File: src/rtl/ram16k_fill.sv
// ram16k_fill: bulk-fill engine sitting in front of a 16K x 16 RAM.
// Writes a constant or incrementing pattern into a wrapping address range,
// one word per clock, and pulses done when finished.
// Optional read-back check is built when RAM16K_FILL_VERIFY_EN is defined.
//
// state  | meaning
// IDLE   | waiting for start; RAM outputs held at 0
// FILL   | writing one word per clock
// VERIFY | reading back and comparing one word per clock (macro only)

module ram16k_fill (
    input  logic        clk,
    input  logic        reset,
    input  logic        start,
    input  logic [13:0] base,
    input  logic [14:0] count,
    input  logic [15:0] value,
    input  logic        incr,
    input  logic [15:0] ram_out,
    output logic [15:0] ram_in,
    output logic [13:0] ram_address,
    output logic        ram_load,
    output logic        busy,
    output logic        done,
    output logic        error,
    output logic [13:0] err_address
);

`ifdef RAM16K_FILL_VERIFY_EN
    typedef enum logic [1:0] {IDLE, FILL, VERIFY} state_t;
`else
    typedef enum logic [1:0] {IDLE, FILL} state_t;
`endif

    state_t      state_q, state_d;
    logic [14:0] rem_q, rem_d;
    logic [13:0] addr_q, addr_d;
    logic [15:0] data_q, data_d;
    logic        incr_q, incr_d;
    logic        load_q, load_d;
    logic        busy_q, busy_d;
    logic        done_q, done_d;

    // Anything at or above 16384 means the whole space, so bit 14 alone decides.
    logic [14:0] sat_count;
    assign sat_count = count[14] ? 15'd16384 : count;

`ifdef RAM16K_FILL_VERIFY_EN
    logic [13:0] base_q, base_d;
    logic [15:0] value_q, value_d;
    logic [14:0] len_m1_q, len_m1_d;
    logic        err_q, err_d;
    logic [13:0] erra_q, erra_d;
`endif

    // State and output registers; reset drops ram_load at once so no write can slip through.
    always_ff @(posedge clk or posedge reset) begin
        if (reset) begin
            state_q <= IDLE;
            rem_q   <= '0;
            addr_q  <= '0;
            data_q  <= '0;
            incr_q  <= 1'b0;
            load_q  <= 1'b0;
            busy_q  <= 1'b0;
            done_q  <= 1'b0;
        end else begin
            state_q <= state_d;
            rem_q   <= rem_d;
            addr_q  <= addr_d;
            data_q  <= data_d;
            incr_q  <= incr_d;
            load_q  <= load_d;
            busy_q  <= busy_d;
            done_q  <= done_d;
        end
    end

`ifdef RAM16K_FILL_VERIFY_EN
    // Job parameters needed to restart the address/data walk for read-back, plus error flags.
    always_ff @(posedge clk or posedge reset) begin
        if (reset) begin
            base_q   <= '0;
            value_q  <= '0;
            len_m1_q <= '0;
            err_q    <= 1'b0;
            erra_q   <= '0;
        end else begin
            base_q   <= base_d;
            value_q  <= value_d;
            len_m1_q <= len_m1_d;
            err_q    <= err_d;
            erra_q   <= erra_d;
        end
    end
`endif

    // Next-state and next-output logic; rem is a down-counter reaching 0 on the last word.
    always_comb begin
        state_d = state_q;
        rem_d   = rem_q;
        addr_d  = addr_q;
        data_d  = data_q;
        incr_d  = incr_q;
        load_d  = load_q;
        busy_d  = busy_q;
        done_d  = 1'b0;
`ifdef RAM16K_FILL_VERIFY_EN
        base_d   = base_q;
        value_d  = value_q;
        len_m1_d = len_m1_q;
        err_d    = err_q;
        erra_d   = erra_q;
`endif
        case (state_q)
            IDLE: begin
                load_d = 1'b0;
                busy_d = 1'b0;
                addr_d = '0;
                data_d = '0;
                if (start) begin
                    incr_d = incr;
`ifdef RAM16K_FILL_VERIFY_EN
                    base_d   = base;
                    value_d  = value;
                    len_m1_d = sat_count - 15'd1;
                    err_d    = 1'b0;
                    erra_d   = '0;
`endif
                    if (sat_count != 15'd0) begin
                        state_d = FILL;
                        rem_d   = sat_count - 15'd1;
                        addr_d  = base;
                        data_d  = value;
                        load_d  = 1'b1;
                        busy_d  = 1'b1;
                    end else begin
                        done_d = 1'b1;
                    end
                end
            end
            FILL: begin
                if (rem_q == 15'd0) begin
`ifdef RAM16K_FILL_VERIFY_EN
                    state_d = VERIFY;
                    rem_d   = len_m1_q;
                    addr_d  = base_q;
                    data_d  = value_q;
                    load_d  = 1'b0;
`else
                    state_d = IDLE;
                    addr_d  = '0;
                    data_d  = '0;
                    load_d  = 1'b0;
                    busy_d  = 1'b0;
                    done_d  = 1'b1;
`endif
                end else begin
                    rem_d  = rem_q - 15'd1;
                    addr_d = addr_q + 14'd1;
                    data_d = data_q + {15'd0, incr_q};
                end
            end
`ifdef RAM16K_FILL_VERIFY_EN
            VERIFY: begin
                // Only the first mismatch of a job is recorded.
                if ((ram_out != data_q) && !err_q) begin
                    err_d  = 1'b1;
                    erra_d = addr_q;
                end
                if (rem_q == 15'd0) begin
                    state_d = IDLE;
                    addr_d  = '0;
                    data_d  = '0;
                    busy_d  = 1'b0;
                    done_d  = 1'b1;
                end else begin
                    rem_d  = rem_q - 15'd1;
                    addr_d = addr_q + 14'd1;
                    data_d = data_q + {15'd0, incr_q};
                end
            end
`endif
            default: begin
                state_d = IDLE;
                load_d  = 1'b0;
                busy_d  = 1'b0;
                addr_d  = '0;
                data_d  = '0;
            end
        endcase
    end

    assign ram_in      = data_q;
    assign ram_address = addr_q;
    assign ram_load    = load_q;
    assign busy        = busy_q;
    assign done        = done_q;

`ifdef RAM16K_FILL_VERIFY_EN
    assign error       = err_q;
    assign err_address = erra_q;
`else
    logic unused_ram_out;
    assign unused_ram_out = ^ram_out;
    assign error       = 1'b0;
    assign err_address = '0;
`endif

endmodule
File: config.mk
export PLATFORM = sky130hd
export DESIGN_NAME = ram16k_fill
export DESIGN_NICKNAME = d
export VERILOG_FILES = /design/src/rtl/ram16k_fill.sv
export SDC_FILE = /design/constraint.sdc
export NUM_CORES = 1
export LEC_CHECK = 0
export CORE_MARGIN = 10
export CORE_UTILIZATION = 45
export DETAILED_ROUTE_END_ITERATION = 12
export PLACE_DENSITY = 0.81
export SLEW_MARGIN = 0
export SYNTH_ARGS = -nofsm -noshare
export SYNTH_HDL_FRONTEND = slang
export SYNTH_SLANG_ARGS = --single-unit
File: constraint.sdc
create_clock -name clk -period 3.38 [get_ports clk]
set_clock_uncertainty 0.2 [all_clocks]
set_input_delay 0.676 -clock clk [delete_from_list [all_inputs] [get_ports clk]]
set_output_delay 0.676 -clock clk [all_outputs]
set_load 0.02 [all_outputs]
==> impl_metrics.tcl <==
set metrics [dict create \
    outcome "complete, no violations" \
    crit_path_start_kind "input port" \
    start_util 0.461 \
    drc_errors 0 \
    maxCapViolations 0 \
    wl_per_cell_um 16.0 \
    hold_start "ram_address[0]" \
    clock_path_buffers 2 \
    synthDistinctLibCells 55 \
    ys_ff_latch 49 \
    dp_worst_setup_slack_ns 0.105 \
    initialDrtViolationCount 204 \
    post_cts_buffers 0 \
    ant_nets 0 \
    num_rows 30 \
    reg2reg_slack_ns 0.70 \
    netlist_area_mm2 0.00313 \
    powerDensity_mw_per_mm2 679 \
    async_reset_ff_frac 1.00 \
    rsz0062_at_grt "false" \
    min_period_ns 2.98 \
    cts_resized 0 \
    fp.dieArea_mm2 0.0107 \
    port_buffers 81 \
    synth_common_cells "nand2_1, dfrtp_1, o21ai_0" \
    synth.area.top_cells "dfrtp_1, o21ai_0, nand2_1" \
    crit_path_end_kind "register" \
    path_clk_slew_ns 0.10 \
    worstSetupPathType "in -> reg" \
    wl_mm 8.77 \
    final_util 0.607 \
    final-hold-violation-count 0 \
    grt_overflow 0 \
    setup_ws_ns 0.400 \
    ys_warn_count 0 \
    finalSetupTns_ns 0 \
    synth_top_area_frac 0.392 \
    cp-startpoint "count[14]" \
    r2r-start "state_q[0]" \
    cp_data_arrival_time_ns 3.01 \
    synth_edf_count 0 \
    synth_top_flop_cell "dfrtp_1" \
    die_x_um 103 \
    layout-drive-gt1-share 0.0839 \
    hold_buffers 0 \
    htreeDepth 2 \
    cp_max_fo 4 \
    hpwl_mm 6.87 \
    cts_made_buffers 5 \
    ys_seq_area_frac 0.392 \
    timing.final.crit_share 0.882 \
    ctsRootBufferMaster "clkbuf_8" \
    ir_drop_mv 0.295 \
    yosysMostFrequentCell "nand2_1" \
    pin_count 113 \
    vias_per_cell 5.48 \
    gp_congestion 0.948 \
    finalMaxSlewViolations 0 \
    core_area_mm2 0.00679 \
    syn2layout_area_growth_pct 31.7 \
    routed-via-count 3011 \
    nNetsFinal 521 \
    grt_pass1_vias 2987 \
    synth_top_cell_by_area "dfrtp_1" \
    leakagePower_nw 1.60 \
    slew_headroom 0.554 \
    avgSynthCellArea_um2 8.53 \
    diodes 0 \
    syn_inst 367 \
    required_ns 3.41 \
    grt_usage 0.162 \
    clock_latency_ns 0.30 \
    setup_violations 0 \
    cts_tree "done" \
    hp-class "reg -> reg" \
    clock_sinks 49 \
    timing.fmax_mhz 336 \
    die_y_um 103 \
    drt_pass1_iterations 5 \
    tightest_slew_ns 0.658 \
    grt_max_degree 23 \
    grt_pass1_wl_mm 14.1 \
    antenna_found_initial 0 \
]
[metal layers]
layer  GRT usage  routed length, um
met1       0.201               3640
met5           0                  0
met3      0.0352                770
met4      0.0417                 95
met2       0.279               4270
[sequential cells by signal (all words and copies together), names as in the netlist]
| name | count |
|---|---|
| busy | 1 |
| done | 1 |
| incr_q | 1 |
| ram_address | 14 |
| ram_in | 16 |
| rem_q | 15 |
| state_q | 1 |
[final timing paths]
kind,cells past startpoint,endpoint
setup / recovery,9,rem_q[14]
hold reg to reg,1,ram_address[0]
max in group asynchronous,3,rem_q[13]
hold / removal,1,ram_address[0]
min in group asynchronous,2,ram_in[4]
setup reg to reg,8,rem_q[14]
[worst max-delay path, stage by stage]
cell and delay [ns]:
clkdlybuf4s50_1 0.51, nor2_2 0.07, a22oi_1 0.26, ha_1 0.28, o311ai_1 0.23, nor3_2 0.30
nand3_1 0.17, or4_1 0.42, o211ai_1 0.09
[cell usage in the layout, fill, tap and decap left out, types with 15 or more instances in the layout]
| cell type | Yosys | routed |
|---|---|---|
| dfrtp_1 | 49 | 49 |
| nor2_1 | 29 | 29 |
| nand2_1 | 52 | 52 |
| a21oi_1 | 15 | 15 |
| conb_1 | 1 | 15 |
| o21ai_0 | 41 | 41 |
| nand3_1 | 15 | 15 |
| clkdlybuf4s50_1 | 0 | 81 |
| buf_4 | 17 | 15 |
| xnor2_1 | 20 | 20 |
[cell type report]
| type | count | area, um^2 |
|---|---|---|
| fillers | 602 | 2670 |
| clock buffers | 6 | 72.6 |
| well taps | 96 | 120 |
| repair buffers | 96 | 923 |
| multi-input cells | 289 | 1720 |
| flip-flops and latches | 49 | 1230 |
| inverters | 11 | 41.3 |
| clock inverters | 2 | 15.0 |
[power breakdown]
part	internal, mW	total [mW]	switching [mW]
clock network	0.146	0.342	0.196
logic	0.662	1.36	0.700
registers	0.826	1.09	0.267
total	1.63	2.80	1.16
[stage by stage]
| stage | hold slack (ns) | instance area (um^2) | total power, mW | std cells |
|---|---|---|---|---|
| after global placement | 0.303 | 4030 | 2.42 | 541 |
| after floorplan | 0.263 | 3180 | 1.91 | 381 |
| after detailed placement | 0.315 | 4030 | 2.47 | 541 |
| final | 0.333 | 4120 | 2.80 | 549 |
| after CTS | 0.336 | 4120 | 2.82 | 549 |
| after global routing | 0.375 | 4120 | 3.01 | 549 |
[kinds of logic after synthesis]
| group | share of synthesized area |
|---|---|
| fa+ha+maj | 0.0160 |
| mux | 0.0100 |
| xor+xnor | 0.0840 |
| compound gates | 0.198 |
| simple gates | 0.223 |
| buf+inv | 0.0764 |
| flops | 0.392 |
| other cells | 0.00120 |
(Power assumes the default switching activity.)
